`src/rtl/fetch_sequencer_if.sv`:
```
// Instruction memory port shared by the program loader and the fetch path.
// The sequencer drives address/write side; the memory returns read data combinationally.
interface fetch_sequencer_if #(
    parameter int ADDR_WIDTH = 10,
    parameter int DATA_WIDTH = 32
);
    logic [ADDR_WIDTH-1:0] mem_addr;
    logic                  mem_we;
    logic [DATA_WIDTH-1:0] mem_wdata;
    logic [DATA_WIDTH-1:0] mem_rdata;

    modport master (
        output mem_addr,
        output mem_we,
        output mem_wdata,
        input  mem_rdata
    );

    modport slave (
        input  mem_addr,
        input  mem_we,
        input  mem_wdata,
        output mem_rdata
    );
endinterface

```
`src/rtl/fetch_sequencer.sv`:
```
// Instruction fetch sequencer: arbitrates the instruction memory between the boot
// loader (LOAD) and the fetch path (RUN), with stall, branch redirect, halt and restart.
module fetch_sequencer #(
    parameter int ADDR_WIDTH = 10,
    parameter int DATA_WIDTH = 32,
    parameter int RESET_PC   = 0,
    parameter int PC_LIMIT   = 1023
) (
    input  logic                  clock,
    input  logic                  resetn,
    input  logic                  load_valid,
    input  logic [ADDR_WIDTH-1:0] load_addr,
    input  logic [DATA_WIDTH-1:0] load_data,
    input  logic                  load_done,
    output logic                  load_ready,
    fetch_sequencer_if.master     imem,
    input  logic                  stall,
    input  logic                  branch_taken,
    input  logic [ADDR_WIDTH-1:0] branch_target,
    input  logic                  halt_req,
    input  logic                  restart,
    output logic [DATA_WIDTH-1:0] instr_out,
    output logic                  instr_valid,
    output logic [ADDR_WIDTH-1:0] pc_out,
    output logic [15:0]           fetch_count,
    output logic [1:0]            state_out
);

    typedef enum logic [1:0] {
        LOAD = 2'd0,
        RUN  = 2'd1,
        HALT = 2'd2
    } state_t;

    localparam logic [ADDR_WIDTH-1:0] PC_START = ADDR_WIDTH'(RESET_PC);
    localparam logic [ADDR_WIDTH-1:0] PC_LAST  = ADDR_WIDTH'(PC_LIMIT);

    state_t                state_q, state_nx;
    logic [ADDR_WIDTH-1:0] pc_q, pc_nx;
    logic [DATA_WIDTH-1:0] instr_q, instr_nx;
    logic                  valid_q, valid_nx;
    logic [ADDR_WIDTH-1:0] pcout_q, pcout_nx;
    logic [15:0]           count_q, count_nx;

    always_ff @(posedge clock or negedge resetn) begin
        if (!resetn) begin
            state_q <= LOAD;
            pc_q    <= PC_START;
            instr_q <= '0;
            valid_q <= 1'b0;
            pcout_q <= '0;
            count_q <= '0;
        end else begin
            state_q <= state_nx;
            pc_q    <= pc_nx;
            instr_q <= instr_nx;
            valid_q <= valid_nx;
            pcout_q <= pcout_nx;
            count_q <= count_nx;
        end
    end

    always_comb begin
        state_nx       = state_q;
        pc_nx          = pc_q;
        instr_nx       = instr_q;
        valid_nx       = valid_q;
        pcout_nx       = pcout_q;
        count_nx       = count_q;
        load_ready     = 1'b0;
        imem.mem_addr  = pc_q;
        imem.mem_we    = 1'b0;
        imem.mem_wdata = '0;

        case (state_q)
            LOAD: begin
                // A write in the load_done cycle still lands before leaving LOAD.
                load_ready     = 1'b1;
                imem.mem_addr  = load_addr;
                imem.mem_wdata = load_data;
                imem.mem_we    = load_valid;
                if (load_done) begin
                    state_nx = RUN;
                    pc_nx    = PC_START;
                    valid_nx = 1'b0;
                end
            end
            RUN: begin
                if (halt_req) begin
                    state_nx = HALT;
                    valid_nx = 1'b0;
                end else if (branch_taken) begin
                    pc_nx    = branch_target;
                    valid_nx = 1'b0;
                end else if (!stall) begin
                    instr_nx = imem.mem_rdata;
                    pcout_nx = pc_q;
                    valid_nx = 1'b1;
                    count_nx = (count_q == '1) ? count_q : count_q + 16'd1;
                    // >= so an out-of-range branch target also wraps on its next step.
                    pc_nx    = (pc_q >= PC_LAST) ? PC_START : pc_q + 1'b1;
                end
            end
            HALT: begin
                valid_nx = 1'b0;
                if (restart) begin
                    state_nx = LOAD;
                    pc_nx    = PC_START;
                end
            end
            default: begin
                state_nx = LOAD;
                pc_nx    = PC_START;
                valid_nx = 1'b0;
            end
        endcase
    end

    assign instr_out   = instr_q;
    assign instr_valid = valid_q;
    assign pc_out      = pcout_q;
    assign fetch_count = count_q;
    assign state_out   = state_q;

endmodule

```
`src/flat_wrapper.sv`:
```
// flat-port wrapper written by rule: the top's interface ports become plain ports
module fetch_sequencer_flat 
#(
    parameter int ADDR_WIDTH = 10,
    parameter int DATA_WIDTH = 32,
    parameter int RESET_PC   = 0,
    parameter int PC_LIMIT   = 1023
)
  (clock, resetn, load_valid, load_addr, load_data, load_done, load_ready, stall, branch_taken, branch_target, halt_req, restart, instr_out, instr_valid, pc_out, fetch_count, state_out, imem_mem_addr, imem_mem_we, imem_mem_wdata, imem_mem_rdata);
  fetch_sequencer_if #(.ADDR_WIDTH(ADDR_WIDTH), .DATA_WIDTH(DATA_WIDTH)) imem_i ();
  input  logic clock;
  input  logic resetn;
  input  logic load_valid;
  input  logic [ADDR_WIDTH-1:0] load_addr;
  input  logic [DATA_WIDTH-1:0] load_data;
  input  logic load_done;
  output logic load_ready;
  input  logic stall;
  input  logic branch_taken;
  input  logic [ADDR_WIDTH-1:0] branch_target;
  input  logic halt_req;
  input  logic restart;
  output logic [DATA_WIDTH-1:0] instr_out;
  output logic instr_valid;
  output logic [ADDR_WIDTH-1:0] pc_out;
  output logic [15:0] fetch_count;
  output logic [1:0] state_out;
  output wire logic [$bits(imem_i.mem_addr)-1:0] imem_mem_addr;
  output wire logic [$bits(imem_i.mem_we)-1:0] imem_mem_we;
  output wire logic [$bits(imem_i.mem_wdata)-1:0] imem_mem_wdata;
  input wire logic [$bits(imem_i.mem_rdata)-1:0] imem_mem_rdata;
  assign imem_mem_addr = imem_i.mem_addr;
  assign imem_mem_we = imem_i.mem_we;
  assign imem_mem_wdata = imem_i.mem_wdata;
  assign imem_i.mem_rdata = imem_mem_rdata;
  fetch_sequencer #(.ADDR_WIDTH(ADDR_WIDTH), .DATA_WIDTH(DATA_WIDTH), .RESET_PC(RESET_PC), .PC_LIMIT(PC_LIMIT)) u_core (.clock(clock), .resetn(resetn), .load_valid(load_valid), .load_addr(load_addr), .load_data(load_data), .load_done(load_done), .load_ready(load_ready), .imem(imem_i), .stall(stall), .branch_taken(branch_taken), .branch_target(branch_target), .halt_req(halt_req), .restart(restart), .instr_out(instr_out), .instr_valid(instr_valid), .pc_out(pc_out), .fetch_count(fetch_count), .state_out(state_out));
endmodule
```
`config.mk`:
```
export PLATFORM = sky130hd
export DESIGN_NAME = fetch_sequencer_flat
export DESIGN_NICKNAME = d
export VERILOG_FILES = /design/src/rtl/fetch_sequencer_if.sv /design/src/rtl/fetch_sequencer.sv /design/src/flat_wrapper.sv
export SDC_FILE = /design/constraint.sdc
export NUM_CORES = 1
export LEC_CHECK = 0
export CAP_MARGIN = 30
export CORE_ASPECT_RATIO = 0.9
export CORE_MARGIN = 10
export CORE_UTILIZATION = 39
export DETAILED_ROUTE_END_ITERATION = 16
export GPL_TIMING_DRIVEN = 0
export PLACE_DENSITY = 0.77
export SYNTH_ARGS = -nofsm -noshare
export SYNTH_HDL_FRONTEND = slang
export SYNTH_SLANG_ARGS = --single-unit
export TNS_END_PERCENT = 30
```
`constraint.sdc`:
```
create_clock -name clock -period 2.9 [get_ports clock]
set_clock_uncertainty 0.2 [all_clocks]
set_input_delay 0.58 -clock clock [delete_from_list [all_inputs] [get_ports clock]]
set_output_delay 0.58 -clock clock [all_outputs]
set_load 0.05 [all_outputs]
```
## After elaboration in Yosys (flattened, before gate mapping)

Cells that the tools add are included.

- Add/subtract/negate cells: 2
- Magnitude comparators: 1
- Eq/ne operators: 9
- Mux-type cells: 20
- Bitwise logic cells: 4
- Reductions and logical operators: 6

Operators by type and width:

| cell | number |
|---|---|
| $mux 10 | 7 |
| $mux 32 | 1 |
| $pmux 10 s3 | 1 |
| $add 16x1->16 const B | 1 |
| $eq 16x16->1 const B | 1 |
| $add 10x1->10 const B | 1 |
| $ge 10x10->1 const B | 1 |
| $ne 2x2->1 const B | 4 |
| $reduce_and 4->1 | 2 |
| $mux 1 | 6 |
| $mux 2 | 3 |
| $pmux 2 s3 | 1 |
| $reduce_and 5->1 | 1 |
| $ne 4x4->1 const B | 1 |
| $not 1->1 | 4 |
| $ne 3x3->1 const B | 1 |
| $reduce_and 3->1 | 1 |
| $eq 2x1->1 const B | 1 |
| $eq 2x2->1 const B | 1 |
| $logic_not 2->1 | 1 |
| $pmux 1 s2 | 1 |
| $reduce_and 2->1 | 1 |

- Register bits after elaboration: 71
- Bits of input ports: 92
- Output and inout bits: 105
- Word-level logic and storage cells: 48

## Depth between registers and ports, before layout

- Word-level depth: 6
- Mapped depth: 7
- Mapped depth without buffers: 5

## Least setup slack after synthesis

No wires, ideal clock.

- Path kind: register to output
- From: reg u_core.state_q[1] (netlist: u_core.state_out[1])
- To: out imem_mem_addr[3]
- Data arrival time: 2569 ps
- Required time: 2120 ps
- Path slack: -449 ps
- Cell stages (with the launch flop): 5
- Path buffers: 2
- Path through: dfrtp_1 -> buf_2 -> nor2_1 -> clkbuf_1 -> o21ai_0

- Cells in the longest elaborated chain, start to end: 2

RTL lines:

| what | line | text |
|---|---|---|
| start, declared | fetch_sequencer.sv:38 | `state_t state_q, state_nx;` |
| start signal, assigned | fetch_sequencer.sv:54 | `state_q <= state_nx;` |
| $logic_not 2->1 | fetch_sequencer.sv:75 | `case (state_q)` |
| $mux 10 | fetch_sequencer.sv:75 |  |
| end, declared | flat_wrapper.sv:28 | `output wire logic [$bits(imem_i.mem_addr)-1:0] imem_mem_addr;` |

Every way passes these cells.

## Worst setup path in the final report

- From: reg u_core.state_q[1] (netlist: u_core.state_out[1])
- To: out imem_mem_wdata[13]

- Cells in the longest elaborated chain, start to end: 2

RTL lines:

| what | line | text |
|---|---|---|
| $logic_not 2->1 | fetch_sequencer.sv:75 |  |
| $mux 32 | fetch_sequencer.sv:75 |  |
| end, declared | flat_wrapper.sv:30 | `output wire logic [$bits(imem_i.mem_wdata)-1:0] imem_mem_wdata;` |

Every way passes these cells.

==> impl_results.md <==
* Syn_area_per_cell at 8.75 µm²
* Buffers on Ports at 196
* Die Area at about 14000 µm²
* Worst Path Required at 2.12 ns
* Total iterations of the first detailed-routing run at 4
* Worst Setup Path Type: reg -> out
* Antenna Nets Post-Route at 0
* Maxcap violations at 0
* Post-synth EDFFs at 0
* CP Data Arrival Time at 2.01 ns
* NumNets Final at 716
* Vias in the first global route at 3554
* Vias at 3628
* Async S/R FF share, synth at 1.00
* Final Non-Filler Cells at 749
* Setup ws final at around 0.11 ns
* Ports at roughly 200
* Synth Area in XOR/XNOR at 0.0289
* Yosys warns at 0
* First-pass GRT wire length at 19.7 mm
* CP max FO at 10
* Post-Route WL at 12.7 mm
* Syn Nets at 509
* First DRT Iteration DRCs at 207
* CTS hold repair buffers at 0
* Mux contribution to synthesized area at 0.0245
* Inst Count DP at 733
* CTS tree: built
* Sequential fraction of the synthesis area at 0.489
* GR Overflow Total at 0
* Final Cycle Share at 0.961
* Post-CTS Setup Bufs at 0
* Worst-skew pair later-pin latency at 0.35 ns
* Drt wl/cell at 16.9 µm
* Initial antenna violation count at 0
* Reg2reg setup slack at 0.68 ns
* Nature of the critical path endpoint: output pin
* # diodes at 0
* Row count at 33
* Synth Cell Area at 3630 µm²
* Fmax at around 0.36 GHz
* Gpl congestion at 0.800
* Largest family of logic cells by synthesized area: simple AND/OR/NAND/NOR gates
* Post-Synth Adder-Cell Area at 0.00689
* Global Route Usage Sum at 0.180
* R2R Path Start: u_core.fetch_count[0]
* Vias/cell at 4.84
* VDD IR-drop max at 0.584 mV
* Critical path startpoint category: register
* HPWL after DPL at slightly above 10 mm
* Die width at 122 µm
* Htree depth at 3
* Max-slew violation count at 0
* Worst-Margin Slew at around 0.9 ns
* RSZ-0062 raised after global routing: yes
* Layout area overhead at 62.2%
* Clock Tree Root: clkbuf_8
* CTS Buf Count at 9
* Fraction of layout cells with a size suffix above 1 at 0.134
* R2R depth at 6
* Simple-Gate Fraction of Synth Area at 0.318
* Cells after synthesis at approximately 420
* Hold Fails Final Rpt at 0
* Largest net degree at the start of global routing at 72
* Slew HR at 0.400
* Core ar. at 9080 µm²
* Die Ht at between 100 and 150 µm
* HP Class: in -> async
* Starting Density at 0.400
* Leak at 2.63 nW
* Tmin final at about 2.8 ns
* Clock buffer depth at 2
* R2r endpoint: u_core.fetch_count[1]
* FF+latch count, synth at around 70
* Worst-path clk slew at roughly 0.080 ns
* Compound-gate portion of the synthesized area at 0.0896
* Dpl ws at -0.252 ns
* Most used DFF post-synth: dfrtp_1
* Final setup fails at 0
* Cell variety after synth at 49
* Clk sinks at 71
* Outcome: complete, no violations
* PwrDens at 1110 nW/µm²
* Setup TNS Final at 0 ns
* DRC Markers at 0
cells in the mapped netlist (2+ instances only):
cell type  instances  area [µm²]
nand2_1          136         510
dfrtp_1           71        1780
and2_1            36         225
o21ai_0           19        95.1
nand3_1           14        70.1
nor2_1            14        52.6
clkbuf_1          13        48.8
inv_1             12        45.0
nor3_1            10        50.1
nand4_1            7        43.8
xnor2_1            7        61.3
mux2_2             6        67.6
buf_2              5        25.0
nor2b_1            5        31.3
xor2_1             5        43.8
a211oi_1           4        30.0
a21oi_1            4        20.0
o211ai_1           4        30.0
o22ai_1            3        18.8
a311oi_1           2        17.5
buf_4              2        15.0
buf_6              2        22.5
ha_1               2        25.0
nand4b_1           2        17.5
nor4_1             2        12.5
nor4b_1            2        17.5
o2111ai_1          2        17.5
o31a_1             2        17.5
or3_1              2        12.5
layer usage:
metal,part of all wire,GRT usage,vias up,wire [µm]
li1,-,-,1796,-
met1,0.42,0.220,1701,5310
met2,0.50,0.302,119,6320
met3,0.071,0.0510,12,898
met4,0.013,0.0492,0,159
met5,0,0,-,0
sequential cells by signal, summed over array words and instances (netlist names):
register	flops
u_core.state_out	2
u_core.instr_valid	1
u_core.fetch_count	16
u_core.pc_out	10
u_core.instr_out	32
u_core.pc_q	10
worst max-delay path, stage by stage (launching register included):
cell             delay [ns]
dfrtp_1                0.37
buf_2                  0.18
nor2_4                 0.17
clkbuf_1               0.27
and2_1                 0.17
clkdlybuf4s15_1        0.50
area by class of cell:
cell class	count	area, µm²
fillers	747	3190
repair buffers	196	1860
flip-flops and latches	71	1780
multi-input cells	310	1710
well taps	122	153
clock buffers	11	151
plain buffers	22	116
clock inverters	5	80.1
inverters	12	45.0
report_power, final:
part / switching [mW] / total, mW / internal [mW]
clock: 0.376 / 0.905 / 0.530
combinational: 2.85 / 4.09 / 1.23
sequential: 0.232 / 1.56 / 1.33
total: 3.46 / 6.56 / 3.09
layout by cell type, fill, tap and decap left out, types with 3 or more instances in the layout:
cell type and instances:
dfrtp_1 71, buf_4 3, buf_2 5, nand4_1 7, a21oi_1 4, clkdlybuf4s15_2 16
clkbuf_2 23, nor3_1 10, and2_1 36, o21ai_1 6, nand3_1 14, nor2_1 13
xor2_1 5, clkbuf_8 11, nand2_1 136, mux2_2 6, nor2b_1 5, xnor2_1 7
inv_1 12, clkbuf_1 11, o22ai_1 3, o21ai_0 13, dlygate4sd2_1 5, clkdlybuf4s50_1 151
a211oi_1 4, o211ai_1 4
kinds of logic after synthesis:
family          Yosys count
flops                    71
simple gates            241
fa+ha+maj                 2
compound gates           47
xor+xnor                 12
buf+inv                  34
mux                       8
stage by stage:
stage | hold slack [ns] | power (mW) | util | instance area (µm²)
final | 0.165 | 6.56 | 0.649 | 5890
after global routing | 0.226 | 6.87 | 0.649 | 5890
after CTS | 0.187 | 6.65 | 0.659 | 5990
after detailed placement | 0.263 | 5.84 | 0.633 | 5750
after global placement | 0.255 | 5.78 | 0.633 | 5750
after floorplan | 0.0844 | 4.29 | - | 3630
repair_timing:
action | in CTS | in global routing
hold endpoints to repair | 0 | 0
endpoints found under the setup margin | 44 | 41
resized for setup | 94 | 31
worst max-delay path by stage:
| stage | startpoint | to | slack [ns] | depth (start not counted) |
|---|---|---|---|---|
| CTS | u_core.state_out[1] | imem_mem_addr[1] | -0.06 | 5 |
| detailed placement | u_core.state_out[1] | imem_mem_addr[1] | -0.25 | 5 |
| global placement | resetn | u_core.instr_valid | -1.35 | 1 |
| global route | u_core.state_out[1] | imem_mem_wdata[13] | -0.01 | 5 |
| floorplan | u_core.state_out[1] | imem_mem_addr[3] | 0.05 | 4 |
| finish | u_core.state_out[1] | imem_mem_wdata[13] | 0.11 | 5 |
Note: power is estimated with default switching activity, not from simulation.
